==> config.mk <==
export PLATFORM = sky130hd
export DESIGN_NAME = dispatch_arbiter
export DESIGN_NICKNAME = d
export VERILOG_FILES = /design/src/rtl/dispatch_arbiter_pkg.sv /design/src/rtl/dispatch_arbiter_rr_picker.sv /design/src/rtl/dispatch_arbiter.sv
export SDC_FILE = /design/constraint.sdc
export NUM_CORES = 1
export LEC_CHECK = 0
export CAP_MARGIN = 20
export CORE_ASPECT_RATIO = 0.75
export CORE_MARGIN = 5
export CORE_UTILIZATION = 54
export DETAILED_ROUTE_END_ITERATION = 8
export PLACE_DENSITY = 0.95
export SYNTH_ARGS = -nofsm -noshare
export SYNTH_HDL_FRONTEND = slang
export SYNTH_SLANG_ARGS = --single-unit
==> constraint.sdc <==
create_clock -name clk -period 12.8 [get_ports clk]
set_input_delay 1.28 -clock clk [delete_from_list [all_inputs] [get_ports clk]]
set_output_delay 1.28 -clock clk [all_outputs]
set_load 0.03 [all_outputs]
==> src/rtl/dispatch_arbiter_pkg.sv <==
// Shared types and defaults for the dispatch arbiter.
// Scoreboard count, function-unit encoding, credit sizing.
package dispatch_arbiter_pkg;

  localparam int SCOREBOARD_SIZE = 8;
  localparam int DISPATCH_N_FU = 4;
  localparam int DISPATCH_FU_CREDITS = 2;
  localparam int DISPATCH_CREDIT_W =
    $clog2(DISPATCH_FU_CREDITS + 1);

  typedef logic [$clog2(SCOREBOARD_SIZE)-1:0] RsvID_t;
  typedef logic [$clog2(DISPATCH_N_FU)-1:0] FuncUnitType_t;

  function automatic int idxW(input int n);
    return (n > 1) ? $clog2(n) : 1;
  endfunction

endpackage

==> src/rtl/dispatch_arbiter_rr_picker.sv <==
// Round-robin picker: first set request at or after ptr, wrapping.
// Ports: req, ptr in; gnt (one-hot), idx, valid out.
module rr_picker
  import dispatch_arbiter_pkg::*;
#(
  parameter int N = SCOREBOARD_SIZE,
  parameter int W = idxW(N)
) (
  input  logic [N-1:0] req,
  input  logic [W-1:0] ptr,
  output logic [N-1:0] gnt,
  output logic [W-1:0] idx,
  output logic         valid
);

  always_comb begin
    int j;
    j = 0;
    gnt = '0;
    idx = '0;
    valid = 1'b0;
    for (int k = 0; k < N; k++) begin
      j = int'(ptr) + k;
      if (j >= N) j = j - N;
      if (!valid && req[j]) begin
        valid = 1'b1;
        gnt[j] = 1'b1;
        idx = W'(j);
      end
    end
  end

endmodule

==> src/rtl/dispatch_arbiter.sv <==
// Round-robin dispatch arbiter with per-FU credits and a one-entry
// issue register. Ports: clk, rst (sync, active-high); sbReady,
// sbFuncUnit in; dispatchAck out; issueValid/issueSbId/issueFuncUnit
// out, issueAccept in; fuCreditReturn in; perfDispatchCnt,
// perfStallCnt out (live only with DISPATCH_PERF_CNT_EN, else 0).
module dispatch_arbiter
  import dispatch_arbiter_pkg::*;
#(
  parameter int N_SB = SCOREBOARD_SIZE,
  parameter int N_FU = DISPATCH_N_FU,
  parameter int FU_CREDITS = DISPATCH_FU_CREDITS,
  parameter int SB_W = idxW(N_SB),
  parameter int FU_W = idxW(N_FU)
) (
  input  logic                      clk,
  input  logic                      rst,
  input  logic [N_SB-1:0]           sbReady,
  input  logic [N_SB-1:0][FU_W-1:0] sbFuncUnit,
  output logic [N_SB-1:0]           dispatchAck,
  output logic                      issueValid,
  output logic [SB_W-1:0]           issueSbId,
  output logic [FU_W-1:0]           issueFuncUnit,
  input  logic                      issueAccept,
  input  logic [N_FU-1:0]           fuCreditReturn,
  output logic [31:0]               perfDispatchCnt,
  output logic [31:0]               perfStallCnt
);

  localparam int CW = $clog2(FU_CREDITS + 1);
  localparam logic [CW-1:0] CMAX = CW'(FU_CREDITS);

  logic [CW-1:0]   credit [N_FU];
  logic [CW-1:0]   creditNext [N_FU];
  logic [N_SB-1:0] lastGrant;
  logic [N_SB-1:0] elig;
  logic [N_SB-1:0] pickGnt;
  logic [SB_W-1:0] rrPtr;
  logic [SB_W-1:0] pickIdx;
  logic [FU_W-1:0] winFu;
  logic            pickValid;
  logic            canLoad;
  logic            grant;

  // lastGrant masks a scoreboard whose Ready lags its ack by a cycle.
  always_comb begin
    elig = '0;
    for (int i = 0; i < N_SB; i++) begin
      elig[i] = sbReady[i] && !lastGrant[i]
        && (credit[sbFuncUnit[i]] != '0);
    end
  end

  rr_picker #(
    .N(N_SB),
    .W(SB_W)
  ) uPicker (
    .req  (elig),
    .ptr  (rrPtr),
    .gnt  (pickGnt),
    .idx  (pickIdx),
    .valid(pickValid)
  );

  assign canLoad = !issueValid || issueAccept;
  assign grant = canLoad && pickValid;
  assign dispatchAck = grant ? pickGnt : '0;
  assign winFu = sbFuncUnit[pickIdx];

  // Grant and return on the same unit cancel; returns saturate.
  always_comb begin
    for (int f = 0; f < N_FU; f++) begin
      creditNext[f] = credit[f];
      if (grant && winFu == FU_W'(f)) begin
        if (!fuCreditReturn[f])
          creditNext[f] = credit[f] - 1'b1;
      end else if (fuCreditReturn[f]) begin
        if (credit[f] != CMAX)
          creditNext[f] = credit[f] + 1'b1;
      end
    end
  end

  always_ff @(posedge clk) begin
    if (rst) begin
      issueValid <= 1'b0;
      issueSbId <= '0;
      issueFuncUnit <= '0;
      rrPtr <= '0;
      lastGrant <= '0;
      for (int f = 0; f < N_FU; f++)
        credit[f] <= CMAX;
    end else begin
      lastGrant <= dispatchAck;
      if (grant) begin
        issueValid <= 1'b1;
        issueSbId <= pickIdx;
        issueFuncUnit <= winFu;
        rrPtr <= (pickIdx == SB_W'(N_SB - 1))
          ? '0 : pickIdx + SB_W'(1);
      end else if (issueAccept) begin
        issueValid <= 1'b0;
      end
      for (int f = 0; f < N_FU; f++)
        credit[f] <= creditNext[f];
    end
  end

  for (genvar f = 0; f < N_FU; f++) begin : gOvf
    aCreditOvf: assert property (
      @(posedge clk) disable iff (rst)
      !(fuCreditReturn[f] && credit[f] == CMAX));
  end

`ifdef DISPATCH_PERF_CNT_EN
  logic [31:0] dispCnt;
  logic [31:0] stallCnt;

  always_ff @(posedge clk) begin
    if (rst) begin
      dispCnt <= '0;
      stallCnt <= '0;
    end else begin
      if (grant)
        dispCnt <= dispCnt + 32'd1;
      if (|sbReady && !grant)
        stallCnt <= stallCnt + 32'd1;
    end
  end

  assign perfDispatchCnt = dispCnt;
  assign perfStallCnt = stallCnt;
`else
  assign perfDispatchCnt = '0;
  assign perfStallCnt = '0;
`endif

endmodule

==> metrics.md <==
| Metric | Value |
|---|---|
| Status | `complete, no violations` |
| DP HPWL | `roughly 9500 um` |
| DRC | `0` |
| Xor/xnor share of the synthesized area | `1.74%` |
| Asr flop ratio synth | `0%` |
| TritonCTS clock tree | `built` |
| Hold_buf cts | `0` |
| Yosys warnings | `0` |
| Distinct cells, synth | `73` |
| Rows | `27` |
| RSZ-0062 raised after global routing | `false` |
| Via count | `4,241` |
| Clock root cell | `clkbuf_8` |
| Gr usage total | `~25%` |
| Placed insts | `637` |
| Synth top area cells | `dfxtp_1, buf_4, nor3_1` |
| Crit-path cells | `inv_1 -> ha_1 -> inv_1 -> nor3_1 -> a22o_1 -> mux4_2 -> o32a_4 -> or4_1 -> mux2i_1 -> o21ai_0 -> and3_1 -> a211oi_1 -> clkdlybuf4s50_1` |
| DRC violation total after the first TritonRoute iteration | `549` |
| Layout cells sized above 1 | `6.28%` |
| Synth Area in Simple Gates | `31.4%` |
| CTS H-tree depth | `1` |
| Seq/Total Area, Yosys | `between 10% and 20%` |
| Cells after Synth | `around 530` |
| Synthesis-stage register bit count | `25` |
| Critical path's slowest cell | `or4_1` |
| CTS buffer count | `3` |
| Clock Latency Late Sink | `0.28 ns` |
| Hold WC Path Type | `reg2reg` |
| Final setup viols | `0` |
| Avg Cell Area, Syn | `about 7.6 um^2` |
| Die Y-Extent | `84.8 um` |
| Crit path kind | `reg2out` |
| Compound-gate portion of the synthesized area | `25.6%` |
| Fillers | `701` |
| Synth area leader | `dfxtp_1` |
| Setup crit end kind | `output port` |
| F_max | `0.125 GHz` |
| Global-route wire length before repair | `19,000 um` |
| Req. time, crit path | `11.52 ns` |
| Top cell type's share of synthesized area | `12.4%` |
| Post-CTS setup buffer count | `0` |
| Clock slew at reported path FFs | `approximately 0.08 ns` |
| RePlAce Congestion | `1.01` |
| ANT cells | `0` |
| Max-slew violation count | `0` |
| Total gr overflow | `0` |
| Vias in the first global route | `between 3,000 and 4,000` |
| Vias/cell | `6.61` |
| IO Port Bufs | `44` |
| Main synth FF type | `dfxtp_1` |
| DIE AREA | `9310 um^2` |
| Max Cap Viol | `0` |
| Final Hold Vio Count | `0` |
| WL final | `roughly 13,000 um` |
| Crit path time final | `7.98 ns` |
| Total negative slack | `0 ns` |
| DRT antenna net count | `0` |
| Most frequent CP cell | `inv_1` |
| Worst-Margin Slew | `1.14 ns` |
| Drt wl/cell | `a little under 20 um` |
| CP max FO | `20` |
| Syn-to-layout area delta | `5.53%` |
| Final Skew | `0.00900 ns` |
| Mux share of post-synthesis cell area | `about 8.6%` |
| Core Region | `7300 um^2` |
| Number of I/O pins | `109` |
| Fin nets | `583` |
| Initial antenna violation count | `0` |
| Fin crit share | `62.3%` |
| DRT Pass-1 Iters | `6` |
| Clk buf depth | `2` |
| Startpoint types | `register` |
| Adder-Cell Fraction of Synth Area | `3.11%` |
| Post-DP Area | `4200 um^2` |
| Largest net degree at the start of global routing | `31` |
| Slew HR | `23.8%` |
| Post-synth EDFFs | `0` |
| Post-CTS Resized | `0` |
| Clock sinks | `25` |
| Largest family of logic cells by synthesized area | `simple AND/OR/NAND/NOR gates` |
| Starting Density | `55.2%` |
| Die width | `110 um` |
| Non-filler cells, final | `between 600 and 700` |
| CP Data Arrival Time | `6.70 ns` |
| Post-Syn Area | `about 4000 um^2` |
| Largest stage delay, worst path | `about 0.87 ns` |
| Design Area, Final | `roughly 4300 um^2` |
cell usage after synthesis, types with 6 or more instances:
cell / count
mux2i_1: 11
nor4bb_1: 9
ha_1: 10
nand2_1: 39
buf_4: 66
and2_1: 11
a32oi_1: 6
dfxtp_1: 25
buf_2: 7
o21ai_0: 9
o41ai_1: 8
a41oi_1: 6
a211oi_1: 11
xnor2_1: 6
a221oi_1: 6
nor2_1: 34
mux4_2: 6
nand2b_1: 12
inv_1: 8
clkbuf_1: 25
nor4_1: 8
a211oi_2: 6
nor3_1: 38
a21oi_1: 27
nor4b_1: 21
cell type report:
type	instances	area, um^2	share of cell area [%]
clock buffer	3	41.3	0.971
clock inverter	1	5.00	0.118
inverter	8	30.0	0.706
multi-input combinational	456	3080	72.5
sequential	25	500	11.8
tap	101	126	2.97
timing repair buffer	48	468	11.0
cell usage in the layout, fill, tap and decap left out, drive strengths merged, types with 5 or more instances in the layout:
cell type,synthesis,final
mux4,8,8
mux2i,13,13
a221oi,6,6
a211oi,17,17
conb,1,64
inv,8,8
nand2b,12,12
nand3,5,5
a41oi,6,6
nand2,39,39
clkdlybuf4s50,0,44
a22o,5,5
a21oi,27,27
o41ai,8,8
and2,12,12
nor4b,21,21
nor4,11,11
nor4bb,9,9
dfxtp,25,25
nor3b,5,5
a32o,5,5
o21ai,12,12
ha,10,10
nor2,34,34
xnor2,6,6
a32oi,6,6
nor3,38,38
a31oi,5,5
critical path: cells and delay by family (launching register included):
family,cells,cell delay (ns)
adders and majority gates,1,0.68
DFF,1,0.84
and+or+nand+nor,3,1.19
buffers and inverters,3,1.60
muxes,2,0.89
AOI/OAI and AO/OA,4,1.22
sequential cells by signal, summed over array words and instances (netlist names):
signal and count:
lastGrant 8, credit 8, issueValid 1, issueFuncUnit 2
issueSbId 3, rrPtr 3
per-stage QoR:
step | worst slack [ns] | hold WS [ns] | util (%)
after global routing | 4.62 | 0.500 | 58.3
after CTS | 5.03 | 0.475 | 58.2
final | 4.82 | 0.477 | 58.3
after detailed placement | 5.21 | 0.457 | 57.6
after floorplan | 6.68 | 0.584 | -
after global placement | 5.20 | 0.450 | 57.5
logic make-up (layout without fill, tap and decap cells):
group	Yosys count	after routing
flops	25	25
simple gates	216	216
other cells	1	64
mux	23	23
fa+ha+maj	10	10
compound gates	135	135
buf+inv	110	60
xor+xnor	8	8
layer usage:
metal	wire length [um]	track usage, %	part of all wire (%)
met5	0	0	0
met3	1770	6.92	14
met4	193	5.66	1.5
met1	4990	36.7	40
met2	5620	37.5	45
final timing paths:
path / startpoint / endpoint / slack (ns) / depth (start not counted)
hold reg to reg: issueSbId[1] / issueSbId[1] / 0.48 / 2
setup reg to reg: rrPtr[1] / credit[0][0] / 5.81 / 15
setup / recovery: rrPtr[1] / dispatchAck[7] / 4.82 / 13
hold / removal: issueSbId[1] / issueSbId[1] / 0.48 / 2
Power is left out: the tool's default activity adds up to more than one toggle a clock period on the data nets, which glitch-free logic cannot reach.
